===== src/rtl/ooo_execute_dispatch.sv =====
// ooo_execute_dispatch
//   Buffers decoded bundles in a small circular FIFO and dispatches the head
//   bundle to one of four functional units (ARITH, MUL, DIV, LOADSTORE).
//   A halt bundle reaching the head latches a sticky halt flag and freezes
//   dispatch until reset.
// Ports
//   CLK, RST            clock, asynchronous active-high reset
//   flush               drop every buffered bundle (halt flag survives)
//   dec_valid/ready     decode handshake; dec_* payload, sfu_type, halt bit
//   stall_*             per-unit backpressure to decode
//   fu_valid/fu_ready   one-hot dispatch handshake indexed by sfu_type
//   fu_*                head-entry payload
//   halt                sticky halt flag
//   occupancy           number of valid entries
module ooo_execute_dispatch #(
  parameter int DEPTH = 2
) (
  input  logic                     CLK,
  input  logic                     RST,
  input  logic                     flush,
  input  logic                     dec_valid,
  output logic                     dec_ready,
  input  logic [31:0]              dec_instr,
  input  logic [31:0]              dec_pc,
  input  logic [31:0]              dec_port_a,
  input  logic [31:0]              dec_port_b,
  input  logic [1:0]               dec_sfu_type,
  input  logic                     dec_halt,
  output logic                     stall_arith,
  output logic                     stall_multiply,
  output logic                     stall_divide,
  output logic                     stall_loadstore,
  output logic [3:0]               fu_valid,
  input  logic [3:0]               fu_ready,
  output logic [31:0]              fu_instr,
  output logic [31:0]              fu_pc,
  output logic [31:0]              fu_port_a,
  output logic [31:0]              fu_port_b,
  output logic                     halt,
  output logic [$clog2(DEPTH):0]   occupancy
);

  localparam int AW = $clog2(DEPTH);
  localparam int CW = AW + 1;
  localparam logic [CW-1:0] FULL_CNT = CW'(DEPTH);
  localparam logic [AW-1:0] PTR_ONE  = AW'(1);
  localparam logic [CW-1:0] CNT_ONE  = CW'(1);

  typedef struct packed {
    logic [31:0] instr;
    logic [31:0] pc;
    logic [31:0] a;
    logic [31:0] b;
    logic [1:0]  sfu;
    logic        hlt;
  } bundle_t;

  // Payload storage is never reset; only count/pointers define validity.
  bundle_t        mem_q [DEPTH];
  logic [AW-1:0]  rd_ptr_q, rd_ptr_d, wr_ptr_q, wr_ptr_d;
  logic [CW-1:0]  count_q, count_d;
  logic           halt_q, halt_d;

  bundle_t        head;
  logic           full, empty, enq, deq, head_go;
  logic [3:0]     stall;

  assign head  = mem_q[rd_ptr_q];
  assign full  = (count_q == FULL_CNT);
  assign empty = (count_q == '0);

  // Readiness ignores dequeue in the same cycle: no accept while full.
  assign dec_ready = !full && !flush;
  assign enq       = dec_valid && dec_ready;

  // A halt bundle at the head is never offered to a unit.
  assign head_go  = !empty && !halt_q && !head.hlt && !flush;
  assign fu_valid = head_go ? (4'b0001 << head.sfu) : 4'b0000;
  assign deq      = |(fu_valid & fu_ready);

  for (genvar u = 0; u < 4; u++) begin : g_stall
    assign stall[u] = full | (!empty && (head.sfu == 2'(u)) && !fu_ready[u]) | halt_q;
  end

  assign stall_arith     = stall[0];
  assign stall_multiply  = stall[1];
  assign stall_divide    = stall[2];
  assign stall_loadstore = stall[3];

  assign fu_instr  = head.instr;
  assign fu_pc     = head.pc;
  assign fu_port_a = head.a;
  assign fu_port_b = head.b;
  assign halt      = halt_q;
  assign occupancy = count_q;

  always_comb begin
    rd_ptr_d = rd_ptr_q;
    wr_ptr_d = wr_ptr_q;
    count_d  = count_q;
    halt_d   = halt_q;
    if (flush) begin
      rd_ptr_d = '0;
      wr_ptr_d = '0;
      count_d  = '0;
    end else begin
      if (!empty && head.hlt) halt_d = 1'b1;
      if (enq) wr_ptr_d = wr_ptr_q + PTR_ONE;
      if (deq) rd_ptr_d = rd_ptr_q + PTR_ONE;
      case ({enq, deq})
        2'b10:   count_d = count_q + CNT_ONE;
        2'b01:   count_d = count_q - CNT_ONE;
        default: count_d = count_q;
      endcase
    end
  end

  always_ff @(posedge CLK or posedge RST) begin
    if (RST) begin
      rd_ptr_q <= '0;
      wr_ptr_q <= '0;
      count_q  <= '0;
      halt_q   <= 1'b0;
    end else begin
      rd_ptr_q <= rd_ptr_d;
      wr_ptr_q <= wr_ptr_d;
      count_q  <= count_d;
      halt_q   <= halt_d;
    end
  end

  always_ff @(posedge CLK) begin
    if (enq) mem_q[wr_ptr_q] <= '{instr: dec_instr, pc: dec_pc, a: dec_port_a,
                                  b: dec_port_b, sfu: dec_sfu_type, hlt: dec_halt};
  end

endmodule


===== config.mk =====
export PLATFORM = sky130hd
export DESIGN_NAME = ooo_execute_dispatch
export DESIGN_NICKNAME = d
export VERILOG_FILES = /design/src/rtl/ooo_execute_dispatch.sv
export SDC_FILE = /design/constraint.sdc
export NUM_CORES = 1
export LEC_CHECK = 0
export BUFFER_PORTS_ARGS = -buffer_cell sky130_fd_sc_hd__buf_2
export CORE_MARGIN = 8
export CORE_UTILIZATION = 49
export CTS_BUF_LIST = sky130_fd_sc_hd__clkbuf_4 sky130_fd_sc_hd__clkbuf_8 sky130_fd_sc_hd__clkbuf_16
export CTS_CLUSTER_SIZE = 30
export DETAILED_ROUTE_END_ITERATION = 12
export GPL_ROUTABILITY_DRIVEN = 0
export HOLD_SLACK_MARGIN = 0.06
export PLACE_DENSITY = 0.73
export SYNTH_ARGS = -nofsm -noshare
export SYNTH_HDL_FRONTEND = slang
export SYNTH_SLANG_ARGS = --single-unit

===== constraint.sdc =====
create_clock -name CLK -period 20 [get_ports CLK]
set_clock_uncertainty 0.2 [all_clocks]
set_input_delay 6 -clock CLK [delete_from_list [all_inputs] [get_ports CLK]]
set_output_delay 6 -clock CLK [all_outputs]
set_load 0.05 [all_outputs]

==> results.md <==
* Post-Route WL at 20600 µm
* Crit path launch: flush
* M1 WL at 7970 µm
* HPWL after detailed placement at 13900 µm
* Core ar. at ~20000 µm²
* WHS Endpoint: halt
* Avg WL per Cell at around 20 µm
* Most common cell after layout, fill and taps aside: buf_2
* TritonCTS clock tree: yes
* Cell Rows at 52
* Cell Chain, Critical Path: buf_2 -> o21bai_1 -> nor3_1 -> nand2_1 -> nor2_1 -> buf_2
* Worst skew pair latency at 0.51 ns
* Antenna viol nets, final at 0
* Syn avg cell area at approximately 21 µm²
* Mapped cell area at 9840 µm²
* Root Buffer: clkbuf_16
* Max-Cap Viols at 0
* Critical path endpoint category: output pin
* H-tree Lvls at 1
* CP top delay family: simple AND/OR/NAND/NOR gates
* Worst hold slack at 0.402 ns
* Detailed Routing Iterations Pass 1 at 4
* Critical Path RT at 13.80 ns
* CP dominant cell by count: buf_2
* Buf/Inv on CP at 2
* Initial Util at 0.493
* Maximum clock insertion buffer count at 3
* IO Port Bufs at 278
* Antenna fix cells at 0
* PwrDens at between 100 and 150 nW/µm²
* Adder-cell share of the synthesized area at 0
* RSZ-0062 raised after global routing: no
* Number of stages on the worst setup path at 6
* Die width at about 160 µm
* Distinct cells, synth at 23
* Kind of critical path: in -> out
* Syn_nets at 601
* Seq cells post-synth at 267
* First-pass GRT wire length at between 30000 and 40000 µm
* Number of global-route vias before repair at around 5800
* Max IR drop VDD at 0.0000805 V
* Layout Nets at 897
* R2R Setup Slk at 16.46 ns
* Initial antenna violation count at 4
* Via-to-Cell Ratio at between 5 and 6
* Sequential element share of the synthesized area at 0.812
* Largest net degree at the start of global routing at 75
* Via count at 5299
* Tcrit/Tclk final at 0.673
* Worst Hold Class: reg -> reg
* HP Start: halt
* Synth Area in Compound Gates at 0.00864
* Largest family of logic cells by synthesized area: multiplexers
* Share of the synthesized area in the top cell type at 0.799
* DR top layer: met5
* Die area at 24900 µm²
* Clk slew on worst S/H paths at approximately 0.060 ns
* Initial drt markers at 304
* Worst-path maximum fanout at 6
* I/O pins at 279
* R2R Path Start: rd_ptr_q
* Final Hold Fails at 0
* Routed length on met2 at about 10000 µm
* GRT Util Overall at 0.160
* Post-synthesis xor/xnor area fraction at 0.000890
* Synthesis-to-finish area growth at 26.6%
* Slew HR at 0.326
* Worst EP arrival at 7.25 ns
* Footprint of the multi-input gates at 1770 µm²
* # setup viols final at 0
* Routed wl met3 at 2190 µm
* Yosys top cell by area: edfxtp_1
* Worst-Margin Slew at 1.01 ns
* CTS resizes at 0
* Share of layout cells above drive strength 1 at 0.591
* # hold bufs at CTS at 0
* Top cells by area, synth: edfxtp_1 (80%), mux2_2 (15%), dfrtp_1 (1.3%)
* Total power draw at 1.29 mW
* Seq. cell area at 8000 µm²
* Post-Syn Instances at 462
* # fillers at about 1500
* Post-CTS Setup Inserts at 0
* Mux cell area share after synthesis at 0.158
* FF-to-FF path depth at 5
* Status: finished, final reports clean
* Slowest stage delay, CP at 0.39 ns
* Drt drc at 0
* Total Negative Setup Slacks at 0 ns
* Final Max Slew Viols at 0
* Die H at 158 µm
* FF-to-FF End: rd_ptr_q
* Crit path time final at 13.45 ns
* Clock Sinks at roughly 270
* Leak Pwr at 4.63 nW
* Placed Instances at approximately 1000
* TritonCTS Buffers at 27
* Commonest cells after routing, fill and taps aside: buf_2 (278), edfxtp_1 (262), mux2_2 (130)
* Worst setup SP type: input pin
* Fmax at around 74 MHz
* Gr ovfl total at 0
* Non-Filler Instances at 1047
* CP max stage cell: nor3_1
* Synth warn at 0
* Synth Area in Simple Gates at 0.0113
* Hold path cells at 1
==> metrics by stage <==
| stage | setup slack (ns) | util | cell area, µm² |
|---|---|---|---|
| 2_1_floorplan | 6.55 | - | 9840 |
| 3_3_place_gp | 6.66 | 0.578 | 11600 |
| 3_5_place_dp | 6.57 | 0.578 | 11600 |
| 4_1_cts | 6.56 | 0.624 | 12500 |
| 5_1_grt | 6.37 | 0.624 | 12500 |
| 6_report | 6.55 | 0.624 | 12500 |
==> where the power goes <==
group / internal, mW / switching (mW)
clock: 0.313 / 0.195
sequential: 0.643 / 0.00620
combinational: 0.0338 / 0.0990
total: 0.991 / 0.300
==> flip-flops by register name, summed over array words and instances (netlist names) <==
signal     cells
halt           1
mem_q        262
occupancy      2
rd_ptr_q       1
wr_ptr_q       1
==> worst max path at each step <==
stage	to	slack, ns
final	fu_valid[2]	6.55
after global routing	fu_valid[3]	6.37
after CTS	fu_valid[2]	6.56
after detailed placement	fu_valid[2]	6.57
after global placement	fu_valid[3]	6.66
after floorplan	fu_valid[0]	6.55
==> synthesized netlist by cell type, drive strengths merged <==
master	number
o21ai	3
nand2	5
and3b	1
mux2i	3
dfrtp	5
edfxtp	262
o31ai	4
nor2b	2
buf	1
nor3	2
inv	7
and3	2
o21bai	2
mux2	131
nor2	8
mux4	2
xnor2	1
a21oi	3
nand2b	1
clkbuf	14
a41o	1
or3	2
==> routing by layer <==
| metal | track usage | vias to the layer above |
|---|---|---|
| li1 | - | 2425 |
| met1 | 0.190 | 2584 |
| met2 | 0.270 | 239 |
| met3 | 0.0565 | 43 |
| met4 | 0.0467 | 8 |
| met5 | 0 | - |
==> cell type report <==
cell class,instances,area share
multi-input cells,173,0.142
well taps,270,0.0271
clock buffers,30,0.0560
flip-flops and latches,267,0.642
repair buffers,282,0.114
clock inverters,18,0.0168
inverters,7,0.00211
==> kinds of logic after synthesis <==
kind of cell / count (synthesis)
muxes: 136
xor gates and xnor gates: 1
buffers and inverters: 22
AOI/OAI and AO/OA: 13
DFF: 267
and+or+nand+nor: 23
Power figures use the tool's default switching activity.
